===== src/rtl/dtcore32_wb_pkg.sv =====
// Shared writeback types and constants for the dtcore32 writeback arbiter.
package dtcore32_wb_pkg;

  localparam int REG_ADDR_W = 5;
  localparam int XLEN       = 32;

  // One register-file write: destination register and the value to write.
  typedef struct packed {
    logic [REG_ADDR_W-1:0] rd;
    logic [XLEN-1:0]       data;
  } wb_entry_t;

endpackage


===== src/rtl/dtcore32_wb_fifo.sv =====
// Small circular FIFO holding long-latency writeback entries.
// DEPTH must be a power of two so the pointers wrap naturally.
module dtcore32_wb_fifo
  import dtcore32_wb_pkg::*;
#(
  parameter int DEPTH = 4
) (
  input  logic                       clk,
  input  logic                       rst,
  input  logic                       push,
  input  wb_entry_t                  push_data,
  input  logic                       pop,
  output wb_entry_t                  head,
  output logic                       full,
  output logic                       empty,
  output logic [$clog2(DEPTH+1)-1:0] count
);

  localparam int PTR_W = $clog2(DEPTH);
  localparam int CNT_W = $clog2(DEPTH + 1);

  wb_entry_t        mem [DEPTH];
  logic [PTR_W-1:0] rd_ptr;
  logic [PTR_W-1:0] wr_ptr;
  logic [CNT_W-1:0] cnt;
  logic             do_push;
  logic             do_pop;

  assign do_push = push && !full;
  assign do_pop  = pop && !empty;
  assign full    = (cnt == CNT_W'(DEPTH));
  assign empty   = (cnt == '0);
  assign count   = cnt;
  assign head    = mem[rd_ptr];

  // Pointer and occupancy bookkeeping; push+pop together keeps the count.
  always_ff @(posedge clk) begin
    if (rst) begin
      rd_ptr <= '0;
      wr_ptr <= '0;
      cnt    <= '0;
    end else begin
      if (do_push) wr_ptr <= wr_ptr + PTR_W'(1);
      if (do_pop)  rd_ptr <= rd_ptr + PTR_W'(1);
      case ({do_push, do_pop})
        2'b10:   cnt <= cnt + CNT_W'(1);
        2'b01:   cnt <= cnt - CNT_W'(1);
        default: cnt <= cnt;
      endcase
    end
  end

  // Entry storage carries data only, so it is not reset.
  always_ff @(posedge clk) begin
    if (do_push) mem[wr_ptr] <= push_data;
  end

endmodule


===== src/rtl/dtcore32_wb_arbiter.sv =====
// Writeback arbiter: merges single-cycle ALU results with queued LSU results
// onto one register-file write port and tracks pending long-latency writes
// for decode hazard detection.
// Optional feature macro: DTCORE32_WB_FWD_EN adds forwarding from the
// registered write stage to the two decode sources.
module dtcore32_wb_arbiter
  import dtcore32_wb_pkg::*;
#(
  parameter int FIFO_DEPTH = 4
) (
  input  logic                  clk_i,
  input  logic                  rst_i,
  input  logic                  alu_valid_i,
  input  logic [REG_ADDR_W-1:0] alu_rd_addr_i,
  input  logic [XLEN-1:0]       alu_wdata_i,
  input  logic                  lsu_valid_i,
  input  logic [REG_ADDR_W-1:0] lsu_rd_addr_i,
  input  logic [XLEN-1:0]       lsu_wdata_i,
  output logic                  lsu_ready_o,
  input  logic                  pend_set_i,
  input  logic [REG_ADDR_W-1:0] pend_rd_i,
  input  logic [REG_ADDR_W-1:0] rs1_addr_i,
  input  logic [REG_ADDR_W-1:0] rs2_addr_i,
  output logic                  hazard_o,
  output logic                  regfile_wr_en_o,
  output logic [REG_ADDR_W-1:0] rd_addr_o,
  output logic [XLEN-1:0]       reg_wr_data_o
`ifdef DTCORE32_WB_FWD_EN
  ,
  output logic                  fwd_rs1_valid_o,
  output logic [XLEN-1:0]       fwd_rs1_data_o,
  output logic                  fwd_rs2_valid_o,
  output logic [XLEN-1:0]       fwd_rs2_data_o
`endif
);

  localparam int CNT_W = $clog2(FIFO_DEPTH + 1);

  wb_entry_t              lsu_entry;
  wb_entry_t              fifo_head;
  logic                   fifo_full;
  logic                   fifo_empty;
  logic [CNT_W-1:0]       fifo_cnt;
  logic                   fifo_push;
  logic                   fifo_pop;

  logic                   sel_vld;
  wb_entry_t              sel_entry;

  logic                   vld_p0;
  logic [REG_ADDR_W-1:0]  rd_p0;
  logic signed [XLEN-1:0] data_p0;

  logic [XLEN-1:0]        pend_q;
  logic [XLEN-1:0]        pend_set_mask;
  logic [XLEN-1:0]        pend_clr_mask;
  logic                   haz_rs1;
  logic                   haz_rs2;

  assign lsu_entry   = '{rd: lsu_rd_addr_i, data: lsu_wdata_i};
  // Readiness comes from the registered count only, so a pop this cycle
  // cannot open a slot until the next one.
  assign lsu_ready_o = (fifo_cnt < CNT_W'(FIFO_DEPTH));
  assign fifo_push   = lsu_valid_i && !fifo_full;

  dtcore32_wb_fifo #(
    .DEPTH (FIFO_DEPTH)
  ) u_fifo (
    .clk       (clk_i),
    .rst       (rst_i),
    .push      (fifo_push),
    .push_data (lsu_entry),
    .pop       (fifo_pop),
    .head      (fifo_head),
    .full      (fifo_full),
    .empty     (fifo_empty),
    .count     (fifo_cnt)
  );

  // ALU has fixed priority; the FIFO head drains only on ALU-idle cycles.
  always_comb begin
    sel_vld   = 1'b0;
    sel_entry = '0;
    fifo_pop  = 1'b0;
    if (alu_valid_i) begin
      sel_vld   = 1'b1;
      sel_entry = '{rd: alu_rd_addr_i, data: alu_wdata_i};
    end else if (!fifo_empty) begin
      sel_vld   = 1'b1;
      sel_entry = fifo_head;
      fifo_pop  = 1'b1;
    end
  end

  // ---- stage p0: registered register-file write port ----
  // Writes to x0 are consumed but never enabled.
  always_ff @(posedge clk_i) begin
    if (rst_i) begin
      vld_p0  <= 1'b0;
      rd_p0   <= '0;
      data_p0 <= '0;
    end else begin
      vld_p0 <= sel_vld && (sel_entry.rd != '0);
      if (sel_vld) begin
        rd_p0   <= sel_entry.rd;
        data_p0 <= sel_entry.data;
      end
    end
  end

  assign regfile_wr_en_o = vld_p0;
  assign rd_addr_o       = rd_p0;
  assign reg_wr_data_o   = data_p0;

  // Pending-mask update: a set beats a clear of the same bit in one cycle.
  always_comb begin
    pend_set_mask = '0;
    pend_clr_mask = '0;
    if (pend_set_i && (pend_rd_i != '0)) pend_set_mask[pend_rd_i] = 1'b1;
    if (fifo_pop) pend_clr_mask[fifo_head.rd] = 1'b1;
  end

  // Pending mask register, one bit per architectural register.
  always_ff @(posedge clk_i) begin
    if (rst_i) pend_q <= '0;
    else       pend_q <= (pend_q & ~pend_clr_mask) | pend_set_mask;
  end

`ifdef DTCORE32_WB_FWD_EN
  // Forward the write stage to a matching nonzero source and drop its hazard.
  always_comb begin
    fwd_rs1_valid_o = vld_p0 && (rs1_addr_i != '0) && (rd_p0 == rs1_addr_i);
    fwd_rs2_valid_o = vld_p0 && (rs2_addr_i != '0) && (rd_p0 == rs2_addr_i);
    fwd_rs1_data_o  = data_p0;
    fwd_rs2_data_o  = data_p0;
    haz_rs1 = (rs1_addr_i != '0) && pend_q[rs1_addr_i] && !fwd_rs1_valid_o;
    haz_rs2 = (rs2_addr_i != '0) && pend_q[rs2_addr_i] && !fwd_rs2_valid_o;
  end
`else
  // Decode hazard: any nonzero source with an outstanding long-latency write.
  always_comb begin
    haz_rs1 = (rs1_addr_i != '0) && pend_q[rs1_addr_i];
    haz_rs2 = (rs2_addr_i != '0) && pend_q[rs2_addr_i];
  end
`endif

  assign hazard_o = haz_rs1 || haz_rs2;

endmodule


===== config.mk =====
export PLATFORM = sky130hd
export DESIGN_NAME = dtcore32_wb_arbiter
export DESIGN_NICKNAME = d
export VERILOG_FILES = /design/src/rtl/dtcore32_wb_pkg.sv /design/src/rtl/dtcore32_wb_fifo.sv /design/src/rtl/dtcore32_wb_arbiter.sv
export SDC_FILE = /design/constraint.sdc
export NUM_CORES = 1
export LEC_CHECK = 0
export CORE_ASPECT_RATIO = 0.5
export CORE_UTILIZATION = 49
export CTS_CLUSTER_DIAMETER = 50
export DETAILED_ROUTE_END_ITERATION = 6
export PLACE_DENSITY = 0.76
export SLEW_MARGIN = 5
export SYNTH_ARGS = -nofsm -noshare
export SYNTH_HDL_FRONTEND = slang
export SYNTH_SLANG_ARGS = --single-unit

===== constraint.sdc =====
create_clock -name clk_i -period 2.4 [get_ports clk_i]
set_clock_uncertainty 0.1 [all_clocks]
set_input_delay 0.48 -clock clk_i [delete_from_list [all_inputs] [get_ports clk_i]]
set_output_delay 0.48 -clock clk_i [all_outputs]
set_load 0.1 [all_outputs]

==> results by group, run 1 <==
Floorplan
  • Ports: 134
  • Die Wd: 199 um
  • Initial Utilization: 50.7%
  • Die area: 19900 sq um
  • Die H: 100 um
  • Num rows: 35
  • Core area: 18700 sq um

Layout
  • Ant. Diodes: 0
  • Fraction of layout cells with a size suffix above 1: 22.7%
  • Area growth syn-to-layout: 26.7%
  • Final core utilization: 64.2%
  • Final instance area: 12000 sq um
  • Fin cells: 1100
  • # nets final: 926

Power and ir drop
  • Clock Power Share: 26.6%
  • Leak pwr: 4.28 nW
  • Sequential power share: 40.2%
  • Switching share of power: 33.6%
  • Int Power: 7.97 mW
  • Switching power: 4.03 mW
  • Gate power share: 33.2%
  • Cell Pwr Density: 1000 nW/um^2
  • Peak VDD IR: 779 uV

Worst hold path
  • Hold Crit Endpoint: pend_q[30]$_SDFF_PP0_
  • Worst hold path depth: 4
  • Hold Crit Class: input port to flip-flop
  • Hold Startpoint: rst_i

GRT
  • GRT Residual Overflow: 0
  • Vias in the first global route: 6026
  • Largest net degree at the start of global routing: 75
  • Total track usage: 21.7%
  • First-pass GRT wire length: 33000 um
  • Initial antenna violation count: 0

Yosys
  • Cells after synthesis: 667
  • Yosys cell types: 43
  • Post-Syn Area: 9460 sq um
  • Most frequent cell after synthesis: edfxtp_1
  • YS warnings: 0
  • Yosys top cell by area: edfxtp_1
  • Ys flop type: edfxtp_1
  • Ys async rst share: 0%
  • Sequential share of the synthesized area: 63.5%
  • EDFF count, synth: 148
  • Syn_nets: 767
  • Largest cells by area after synthesis: edfxtp_1 47%, dfxtp_1 17%, mux4_2 11%
  • Mean Syn Cell Area: 14.2 sq um
  • Synth top cells by count: 148 x edfxtp_1, 88 x nor2_1, 78 x dfxtp_1
  • Post-synth top area share: 47.0%
  • Register bit count reported by yosys: 226

Placement
  • Worst slack at placement: -756 ps
  • Port-buffer cells: 133
  • Area after DPL: 11300 sq um
  • Post-detail-place hpwl: 14600 um
  • Routability Congestion: 0.937
  • DP Cell Count: 1060

Worst setup path
  • R2R depth: 9
  • FF-to-FF End: u_fifo.count[2]$_SDFFE_PP0P_
  • Startpoint Class: input port
  • Crit path max fanout: 3
  • CP arrival: 2200 ps
  • Delay of the slowest critical-path stage: 520 ps
  • Crit-path cells: dlygate4sd2_1 -> mux4_2 -> mux2i_1 -> o22ai_1 -> a311oi_2 -> nand4_1 -> buf_12
  • Critical path type: input port to output pin
  • Critical-path top delay cell: mux4_2
  • Critical path endpoint category: output pin
  • R2r setup slk: 250 ps
  • FF-to-FF Start: u_fifo.count[2]$_SDFFE_PP0P_
  • Required time worst endpoint: 1820 ps

Timing
  • Setup-failing EPs final: 1
  • Fin crit share: 116%
  • RSZ-0062 raised after global routing: yes
  • Fin. Hold Viols: 0
  • Minimum clock period: 2780 ps
  • Achievable Freq: 0.360 GHz
  • Worst slew margin: 69.4%
  • Worst-Margin Slew: 459 ps
  • Fin worst setup slack: -378 ps
  • Final hold slack: 325 ps
  • Pins Over Slew Limit: 0

CTS
  • Clock latency on the worst-skew pair: 500 ps
  • Root Driver: clkbuf_16
  • Post-CTS Hold Fix Bufs: 0
  • Cts bufs inserted: 21
  • Clock transition at the registers of the reported paths: 60 ps
  • CTS tree: yes
  • Clock sinks: 226
  • H-tree depth: 1
  • Longest Clk Path Bufs: 3

Routing
  • Vias: 5968
  • WL met3: 1080 um
  • Vias per cell: 5.43
  • DR top layer: met4
  • Met2 WL post-DR: 10800 um
  • First drt pass iteration count: 5
  • Iteration-0 DRC Markers: 385
  • DRC errors left: 0
  • DRT Wirelength: 21100 um
  • Wire length on met1: 8900 um
  • DR WL/cell: 19.1 um
  • Antenna Violating Nets Remaining: 0

Run
  • # Max-Cap Violations: 0

Run status
  • Outcome: finished, violations left
  • Failing checks: negative setup slack
[worst max path at each step]
stage,cells after the start,to,from
after floorplan,5,hazard_o,rs1_addr_i[0]
after global placement,7,hazard_o,rs1_addr_i[0]
final,7,hazard_o,rs2_addr_i[0]
after CTS,5,hazard_o,pend_q[29]$_SDFF_PP0_
after detailed placement,7,hazard_o,rs1_addr_i[0]
after global routing,5,hazard_o,pend_q[29]$_SDFF_PP0_
[sequential cells by signal (all words and copies together) (netlist names), named ones only]
name             count
pend_q              31
reg_wr_data_o       32
u_fifo.mem         148
u_fifo.rd_ptr        2
u_fifo.wr_ptr        2
regfile_wr_en_o      1
u_fifo.count         3
rd_addr_o            5
[power by group through the flow]
| stage | Clock (mW) | Combinational (mW) | Sequential (mW) |
|---|---|---|---|
| global route | 3.39 | 4.25 | 4.87 |
| floorplan | 0 | 2.14 | 5.68 |
| global placement | 0 | 3.93 | 4.88 |
| finish | 3.19 | 3.98 | 4.83 |
| CTS | 3.25 | 4.01 | 4.84 |
| detailed placement | 0 | 3.99 | 4.91 |
[final cells by class]
type | instances | area (sq um)
Clock buffer | 28 | 582
Inverter | 14 | 56.3
Fill cell | 1392 | 6670
Tap cell | 259 | 324
Sequential cell | 226 | 6010
Timing Repair Buffer | 173 | 1660
Multi-Input combinational cell | 390 | 3270
Clock inverter | 10 | 78.8
[timing repair]
item | CTS | global route
setup buffers | 2 | 0
pin swaps | 2 | 3
resized for setup | 11 | 3
endpoints found under the setup margin | 1 | 1
[stage by stage]
| stage | TNS, ps | power, mW |
|---|---|---|
| finish | -378 | 12.0 |
| CTS | -436 | 12.1 |
| detailed placement | -777 | 8.90 |
| global placement | -772 | 8.80 |
| floorplan | -853 | 7.81 |
| global route | -453 | 12.5 |
[cells by family after synthesis]
logic type / after synthesis / share of synthesized area [%]
and+or+nand+nor: 179 / 10.1
DFF: 226 / 63.5
xor gates and xnor gates: 5 / 0.463
buffers and inverters: 51 / 2.29
AOI/OAI and AO/OA: 102 / 6.08
adders and majority gates: 6 / 0.873
muxes: 98 / 16.8
[cells in the final DEF (no fill, tap or decap), types with 2 or more instances in the layout]
master,instances
mux4_2,48
o21ai_0,44
buf_6,2
nand3b_1,16
and2_2,4
buf_12,11
nand2b_1,2
clkinv_1,3
xor2_1,3
o32ai_2,3
inv_1,13
nor3b_2,3
nor2b_1,24
nand3_1,5
buf_2,2
clkdlybuf4s50_1,86
buf_4,67
nand2_1,21
dfxtp_1,74
nor2_1,88
clkbuf_16,21
clkbuf_1,4
nor3_2,2
dfxtp_2,4
o21ai_1,2
xnor2_1,2
nor4b_4,2
or3_1,2
a21oi_1,44
mux2_2,2
ha_1,4
nand4_1,3
clkbuf_8,3
edfxtp_1,148
dlygate4sd2_1,4
mux2i_1,47
clkinv_2,4
[worst max-delay path: cells and delay by family]
kind | cells | cell delay (ps)
muxes | 2 | 700
AOI/OAI and AO/OA | 2 | 320
buffers and inverters | 2 | 510
and+or+nand+nor | 1 | 190
[routing by layer]
metal,up-vias,global-route usage (%)
li1,2832,-
met1,2947,28.5
met2,158,38.5
met3,31,3.39
met4,0,4.67
met5,-,0
Note: power is estimated with default switching activity, not from simulation.
==> inputs of run 2 (changes only) <==
ABC_AREA = 1   (was not set)
PLACE_DENSITY = 0.73   (was 0.76)
==> results by group, run 2 <==
Timing
  • Minimum clock period: 2270 ps (-504 ps)
  • Worst-Margin Slew: 624 ps (+165 ps)
  • Pins Over Slew Limit: 0 (unchanged)
  • Fin. Hold Viols: 0 (unchanged)
  • Setup-failing EPs final: 0 (-1)
  • RSZ-0062 raised after global routing: no
  • Setup TNS: 0 ps (+378 ps)
  • Worst slew margin: 58.1% (-11 points)
  • Achievable Freq: 0.440 GHz (+22%)
  • Final hold slack: 281 ps (-43.3 ps)
  • Fin crit share: 94.7% (-21 points)
  • Fin worst setup slack: 126 ps (+504 ps)

Layout
  • Final instance area: 12200 sq um (+1.8%)
  • Largest reg by FF count: u_fifo.mem
  • Most frequent cells in the layout: 286 x nand2_1, 148 x edfxtp_1, 83 x o21ai_0, 83 x clkdlybuf4s50_1, 82 x nor2_1
  • Fraction of layout cells with a size suffix above 1: 17.4% (-5.3 points)
  • Final core utilization: 64.8% (+0.53 points)
  • Ant. Diodes: 0 (unchanged)
  • Fin cells: 1460 (+33%)
  • # nets final: 1286 (+39%)
  • Most common cell after layout, fill and taps aside: nand2_1
  • Area growth syn-to-layout: 26.4%
  • Number of flip-flops in the largest register: 148 (unchanged)

Yosys
  • Yosys top cell by area: edfxtp_1
  • Register bit count reported by yosys: 227 (+0.44%)
  • Most frequent cell after synthesis: nand2_1
  • YS warnings: 0 (unchanged)
  • Post-Syn Area: 9650 sq um (+2.0%)
  • Post-synth top area share: 46.1% (-0.93 points)
  • Cells after synthesis: 1037 (+55%)
  • EDFF count, synth: 148 (unchanged)
  • Syn_nets: 1137 (+48%)
  • Yosys cell types: 29 (-33%)
  • Sequential share of the synthesized area: 62.4% (-1.0 points)
  • Largest cells by area after synthesis: edfxtp_1 46%, dfxtp_1 16%, nand2_1 12%
  • Ys flop type: edfxtp_1
  • Mean Syn Cell Area: 9.31 sq um (-34%)
  • Ys async rst share: 0% (unchanged)
  • Synth top cells by count: 296 x nand2_1, 148 x edfxtp_1, 90 x nor2_1

Routing
  • Vias per cell: 5.42 (-0.18%)
  • DRC errors left: 0 (unchanged)
  • Iteration-0 DRC Markers: 629 (+63%)
  • DRT Wirelength: 24700 um (+17%)
  • Vias: 7907 (+32%)
  • Antenna Violating Nets Remaining: 0 (unchanged)
  • DR WL/cell: 16.9 um (-12%)
  • First drt pass iteration count: 5 (unchanged)

Floorplan
  • Die H: 101 um (+0.98%)
  • Ports: 134 (unchanged)
  • Initial Utilization: 51.2% (+0.54 points)
  • Die area: 20300 sq um (+2.0%)
  • Core area: 18800 sq um (+0.94%)
  • Num rows: 35 (unchanged)
  • Die Wd: 200 um (+0.99%)

CTS
  • Root Driver: clkbuf_16
  • H-tree depth: 1 (unchanged)
  • Clock latency on the worst-skew pair: 500 ps (about the same)
  • Clock transition at the registers of the reported paths: 70 ps (about the same)
  • Longest Clk Path Bufs: 3 (unchanged)
  • Cts bufs inserted: 21 (unchanged)
  • CTS tree: yes
  • Clock sinks: 227 (+0.44%)

Worst setup path
  • Crit path max-delay family: simple AND/OR/NAND/NOR gates
  • WP depth: 13 (+6)
  • Required time worst endpoint: 1820 ps (about the same)
  • Critical path endpoint category: output pin
  • Startpoint Class: flip-flop
  • Delay of the slowest critical-path stage: 330 ps (-190 ps)
  • Crit-path cells: inv_1 -> nand2_1 -> nand3_2 -> nand2_1 -> nand2_1 -> nand2_1 -> inv_1 -> nand2_1 -> nand2_1 -> nand2_2 -> inv_2 -> nand2_2 -> buf_12
  • R2R depth: 11 (+2)
  • WP buf/inv: 4 (+2)
  • Critical path type: flip-flop to output pin
  • Critical-path top delay cell: dfxtp_1
  • Crit path max fanout: 2 (-1)
  • CP arrival: 1690 ps (-510 ps)
  • CP most frequent cell: nand2_1

GRT
  • GRT Residual Overflow: 0 (unchanged)
  • Largest net degree at the start of global routing: 48 (-36%)
  • Total track usage: 24.5% (+2.8 points)
  • Vias in the first global route: 7759 (+29%)
  • First-pass GRT wire length: 39700 um (+20%)
  • Initial antenna violation count: 0 (unchanged)

Placement
  • Routability Congestion: 0.940 (+0.31%)
  • Port-buffer cells: 133 (unchanged)
  • Area after DPL: 11400 sq um (+0.74%)
  • Worst slack at placement: -325 ps (+432 ps)
  • DP Cell Count: 1416 (+34%)
  • Post-detail-place hpwl: 16500 um (+13%)

Run
  • # Max-Cap Violations: 0 (unchanged)

Power and ir drop
  • Cell Pwr Density: 965 nW/um^2 (-3.6%)
  • Leak pwr: 4.70 nW (+9.7%)
  • Peak VDD IR: 610 uV (-22%)
  • Post-route total power: 11.8 mW (-1.9%)

Worst hold path
  • Worst hold path depth: 4 (unchanged)
  • Hold Crit Class: input port to flip-flop

Run status
  • Outcome: complete, no violations
==> run 2: changes by cell type after synthesis, sizes merged, moves of 16 or more <==
cell and delta:
o22ai +31, nor2b -24, mux4 -48, o21ai +42
nand3b -16, mux2i -47, a31oi +34, inv +69
nand3 +61, nand2 +283
==> run 2: power breakdown <==
part           internal [mW]  switching (mW)
Clock                   1.85            1.44
Combinational          0.976            2.74
Sequential              4.60           0.175
Total                   7.42            4.35
==> run 2: final timing paths <==
check,slack (ps),startpoint,end
max,130,pend_q[16]$_SDFF_PP0_,hazard_o
max reg2reg,370,u_fifo.count[2]$_SDFFE_PP0P_,u_fifo.count[2]$_SDFFE_PP0P_
min,280,alu_valid_i,flip-flop
min reg2reg,360,pend_q[0]$_SDFF_PP0_,pend_q[0]$_SDFF_PP0_
==> run 2: metal layers <==
layer / GRT usage, % / vias up / part of all wire, %
li1: - / 3808 / -
met1: 31.9 / 3803 / 43
met2: 43.1 / 256 / 49
met3: 3.96 / 40 / 5.5
met4: 6.81 / 0 / 1.8
met5: 0 / - / 0
==> run 2: worst min-delay path: cells and delay by family <==
family	cells	cell delay, ps
compound gates	1	80
buf+inv	2	150
simple gates	1	120
==> run 2: what timing repair did <==
action                     in CTS  in global routing
buffers inserted                3                  2
cloned                          1                  0
pin swaps                       1                 19
gates resized for setup        20                 52
hold buffers                    0                  0
setup endpoints to repair       1                  1
==> run 2: kinds of logic (layout without fill, tap and decap cells) <==
kind of cell	Yosys count	after routing	synth area share, %
simple gates	470	470	19.6
flops	227	227	62.4
fa+ha+maj	6	6	0.856
buf+inv	135	299	5.74
compound gates	199	199	11.4
==> run 2: layout make-up <==
type	count	area, sq um
fill	1539	6630
sequential	227	6050
multi-input combinational	675	3160
timing repair buffer	176	1630
clock buffer	26	584
inverter	85	339
tap	259	324
clock inverter	12	101
